<file path="src/rtl/instruction_fetch.sv">
// MIPS instruction-fetch stage: PC register, IF/ID pipeline register
// and a running count of instructions delivered to decode.
module instruction_fetch #(
    parameter logic [31:0] RESET_PC = 32'h0000_0000,
    parameter logic [31:0] NOP_WORD = 32'h0000_0000
) (
    input  logic        Clk,
    input  logic        Reset,
    input  logic        Stall,
    input  logic        Redirect,
    input  logic [31:0] RedirectTarget,
    input  logic [31:0] Instruction,
    output logic [31:0] Address,
    output logic [31:0] IFID_Instruction,
    output logic [31:0] IFID_PCPlus4,
    output logic        IFID_Valid,
    output logic [31:0] FetchCount
);

    typedef struct packed {
        logic [31:0] instr;
        logic [31:0] pcplus4;
        logic        valid;
    } if_id_t;

    typedef enum logic {
        FETCH  = 1'b0,
        BUBBLE = 1'b1
    } state_t;

    localparam logic [31:0] PC_INIT = {RESET_PC[31:2], 2'b00};

    state_t      state_q, state_d;
    logic [31:0] pc_q, pc_d;
    logic [31:0] count_q, count_d;
    if_id_t      ifid_q, ifid_d;
    logic [31:0] pc_plus4;
    logic [31:0] target;

    // The two low target bits are architecturally ignored.
    logic        unused_target_lsbs;
    assign unused_target_lsbs = ^RedirectTarget[1:0];

    assign pc_plus4 = pc_q + 32'd4;
    assign target   = {RedirectTarget[31:2], 2'b00};

    always_comb begin
        state_d = state_q;
        pc_d    = pc_q;
        count_d = count_q;
        ifid_d  = ifid_q;
        priority case (1'b1)
            Reset: begin
                state_d        = FETCH;
                pc_d           = PC_INIT;
                count_d        = 32'd0;
                ifid_d.instr   = NOP_WORD;
                ifid_d.pcplus4 = 32'd0;
                ifid_d.valid   = 1'b0;
            end
            Redirect: begin
                state_d      = BUBBLE;
                pc_d         = target;
                ifid_d.instr = NOP_WORD;
                ifid_d.valid = 1'b0;
            end
            Stall: begin
                state_d = state_q;
            end
            default: begin
                state_d        = FETCH;
                pc_d           = pc_plus4;
                count_d        = count_q + 32'd1;
                ifid_d.instr   = Instruction;
                ifid_d.pcplus4 = pc_plus4;
                ifid_d.valid   = 1'b1;
            end
        endcase
    end

    always_ff @(posedge Clk) begin
        state_q <= state_d;
        pc_q    <= pc_d;
        count_q <= count_d;
        ifid_q  <= ifid_d;
    end

    assign Address          = pc_q;
    assign IFID_Instruction = ifid_q.instr;
    assign IFID_PCPlus4     = ifid_q.pcplus4;
    assign IFID_Valid       = ifid_q.valid;
    assign FetchCount       = count_q;

endmodule
</file>
<file path="config.mk">
export PLATFORM = sky130hd
export DESIGN_NAME = instruction_fetch
export DESIGN_NICKNAME = d
export VERILOG_FILES = /design/src/rtl/instruction_fetch.sv
export SDC_FILE = /design/constraint.sdc
export NUM_CORES = 1
export LEC_CHECK = 0
export CAP_MARGIN = 10
export CORE_ASPECT_RATIO = 1.5
export CORE_UTILIZATION = 46
export CTS_BUF_LIST = sky130_fd_sc_hd__clkbuf_16
export DETAILED_ROUTE_END_ITERATION = 16
export PLACE_DENSITY_LB_ADDON = 0.05
export REMOVE_ABC_BUFFERS = 1
export SLEW_MARGIN = 20
export SYNTH_ARGS = -nofsm -noshare
export SYNTH_HDL_FRONTEND = slang
export SYNTH_SLANG_ARGS = --single-unit
</file>
<file path="constraint.sdc">
create_clock -name Clk -period 2.75 [get_ports Clk]
set_input_delay 0.825 -clock Clk [delete_from_list [all_inputs] [get_ports Clk]]
set_output_delay 0.825 -clock Clk [all_outputs]
set_load 0.1 [all_outputs]
</file>
==> out/results.tsv <==
metric	value	unit
outcome	complete, no violations	
hold_class	reg2reg	
synth.avg_cell_area	8.529	um2
antenna_found_initial	0	
synth_ff_type	dfxtp_1	
io_pins	197	
place_ws	-129.9	ps
cts_tree	done	
cts_hold_buf	0	
cp_data_required_time	3090	ps
max_cap_viol_count	0	
drc	0	
async_flop_share	0	%
grt_overflow_total	0	
layout.nets	953	
critPathKind	in2reg	
clock_latency	410	ps
synth_top_area_share	41.97	%
fin_area	0.008376	mm2
vias	6026	
maxSlewHeadroom	49.52	%
grt_pass1_wl	28030	um
timing_hold_violations_final	0	
first_pass_iters	5	
num_rows	50	
wl	17140	um
worstSetupStartpointType	input pin	
final_cell_mix	buf_4, dfxtp_1, nor2_1, clkdlybuf4s50_1, nand2_1	
syn_to_final_growth	40.48	%
fin_skew	7.604	ps
synth_area_leaders	dfxtp_1, nor2_1, mux2i_1, a211oi_1, clkbuf_1	
start_util	47.41	%
fp.dieArea	0.01343	mm2
htree_num_levels	4	
tns	0	ps
placed_area	0.007756	mm2
drive_gt1_share	22.46	%
cts_resized	0	
worst_pin_slew	750.3	ps
postCtsSetupBuffers	0	
fillers	1043	
syn-cell-area	0.005962	mm2
cts.clk_slew.worst_paths	50	ps
yosysWarningCount	0	
critPathMaxFanout	13	
ys_types	51	
cts.path.max_buffers	2	
dr.first_iter.drc_count	277	
ant_nets	0	
arrival	2760	ps
diodes	0	
clock-sinks	125	
slew_viol_final	0	
fmax	413.6	MHz
gp_congestion	0.8647	
fin_hold_ws	460.1	ps
total_power	5.409	mW
hpwl	12190	um
p_leak	3.269	nW
io_buffers	190	
syn_inst	699	
min_period	2418	ps
post-route-period-util	87.92	%
crit_path_end_kind	flop	
synth_seq_cells	125	
die_w	94.96	um
vias_per_cell	5.734	
setup_viol	0	
cts_made_buffers	17	
grt_max_degree	34	
grt_pass1_vias	5891	
mostFrequentLayoutCell	buf_4	
synth_edf_count	0	
yosysSeqAreaShare	41.97	%
wl_per_cell	16.30	um
die_h	141.4	um
cts_root_buffer	clkbuf_16	
yosysTopAreaCell	dfxtp_1	
grtUsageTotal	26.49	%
irDropWorstVdd	0.4072	mV
timing.final.ws_setup	332.2	ps
powerDensity	645.8	mW/mm2
coreArea	0.01257	mm2
rsz0062_at_grt	false	
logic make-up after synthesis:
group | after synthesis | share of synthesized area [%]
AOI/OAI and AO/OA | 129 | 14.65
xor gates and xnor gates | 36 | 5.289
adders and majority gates | 2 | 0.4197
buffers and inverters | 77 | 5.477
DFF | 125 | 41.97
muxes | 34 | 5.729
other | 1 | 0.06290
and+or+nand+nor | 295 | 26.40
area by class of cell:
type	instances	area (um2)	area share, %
Multi-Input combinational cell	500	3152	37.63
Sequential cell	125	2502	29.88
Timing Repair Buffer	225	1854	22.14
Clock inverter	14	193.9	2.316
Clock buffer	17	425.4	5.079
Inverter	14	52.55	0.6274
Tap cell	156	195.2	2.330
power breakdown:
part | switching, mW | internal (mW) | total (mW)
Sequential | 0.0898 | 1.89 | 1.98
Combinational | 0.789 | 0.289 | 1.08
Clock | 0.839 | 1.51 | 2.35
Total | 1.72 | 3.69 | 5.41
path summary, 6_finish.rpt:
check / start / slack (ps) / cells after the start / to
worst min register to register: IFID_PCPlus4[3]$_SDFFE_PP0P_ / 460 / 2 / IFID_PCPlus4[3]$_SDFFE_PP0P_
worst max register to register: Address[3]$_SDFFE_PP0P_ / 330 / 6 / Address[30]$_SDFFE_PP0P_
worst min-delay path: IFID_PCPlus4[3]$_SDFFE_PP0P_ / 460 / 2 / IFID_PCPlus4[3]$_SDFFE_PP0P_
worst max-delay path: Redirect / 330 / 6 / FetchCount[26]$_SDFFE_PP0P_
registers in the layout (all words and copies together) (netlist names):
signal and flops:
IFID_Instruction 32, Address 30, FetchCount 32, IFID_Valid 1, IFID_PCPlus4 30
Yosys cell counts (all sizes together) (2+ instances only):
| cell type | count |
|---|---|
| dfxtp | 125 |
| nor4 | 21 |
| inv | 14 |
| a21oi | 29 |
| o21ai | 21 |
| buf | 14 |
| or4 | 22 |
| nor3 | 15 |
| nor2 | 100 |
| o31ai | 15 |
| o21bai | 2 |
| nor4b | 2 |
| and3 | 4 |
| a2111oi | 2 |
| nor2b | 3 |
| nand2 | 34 |
| a221oi | 2 |
| nor3b | 2 |
| a211oi | 33 |
| nand3 | 23 |
| a311oi | 16 |
| and4 | 15 |
| xnor2 | 20 |
| clkbuf | 49 |
| a31oi | 3 |
| or2 | 4 |
| or3 | 19 |
| ha | 2 |
| nand2b | 4 |
| xor2 | 16 |
| mux2i | 33 |
| nand4 | 21 |
stage by stage:
step,instances,util [%]
after global placement,1020,61.68
final,1051,66.61
after CTS,1051,66.61
after global routing,1051,66.61
after detailed placement,1020,61.68
after floorplan,639,-
layer usage:
layer	global-route usage (%)	share of wire [%]
met5	0	0
met4	11.00	2.1
met2	47.07	52
met3	7.556	6.5
met1	28.87	39
worst max-delay path, stage by stage:
cell,delay [ps]
clkdlybuf4s50_1,490
nand4bb_1,250
or3_1,360
buf_4,180
or4_1,500
a21oi_1,140
Power figures use the tool's default switching activity.
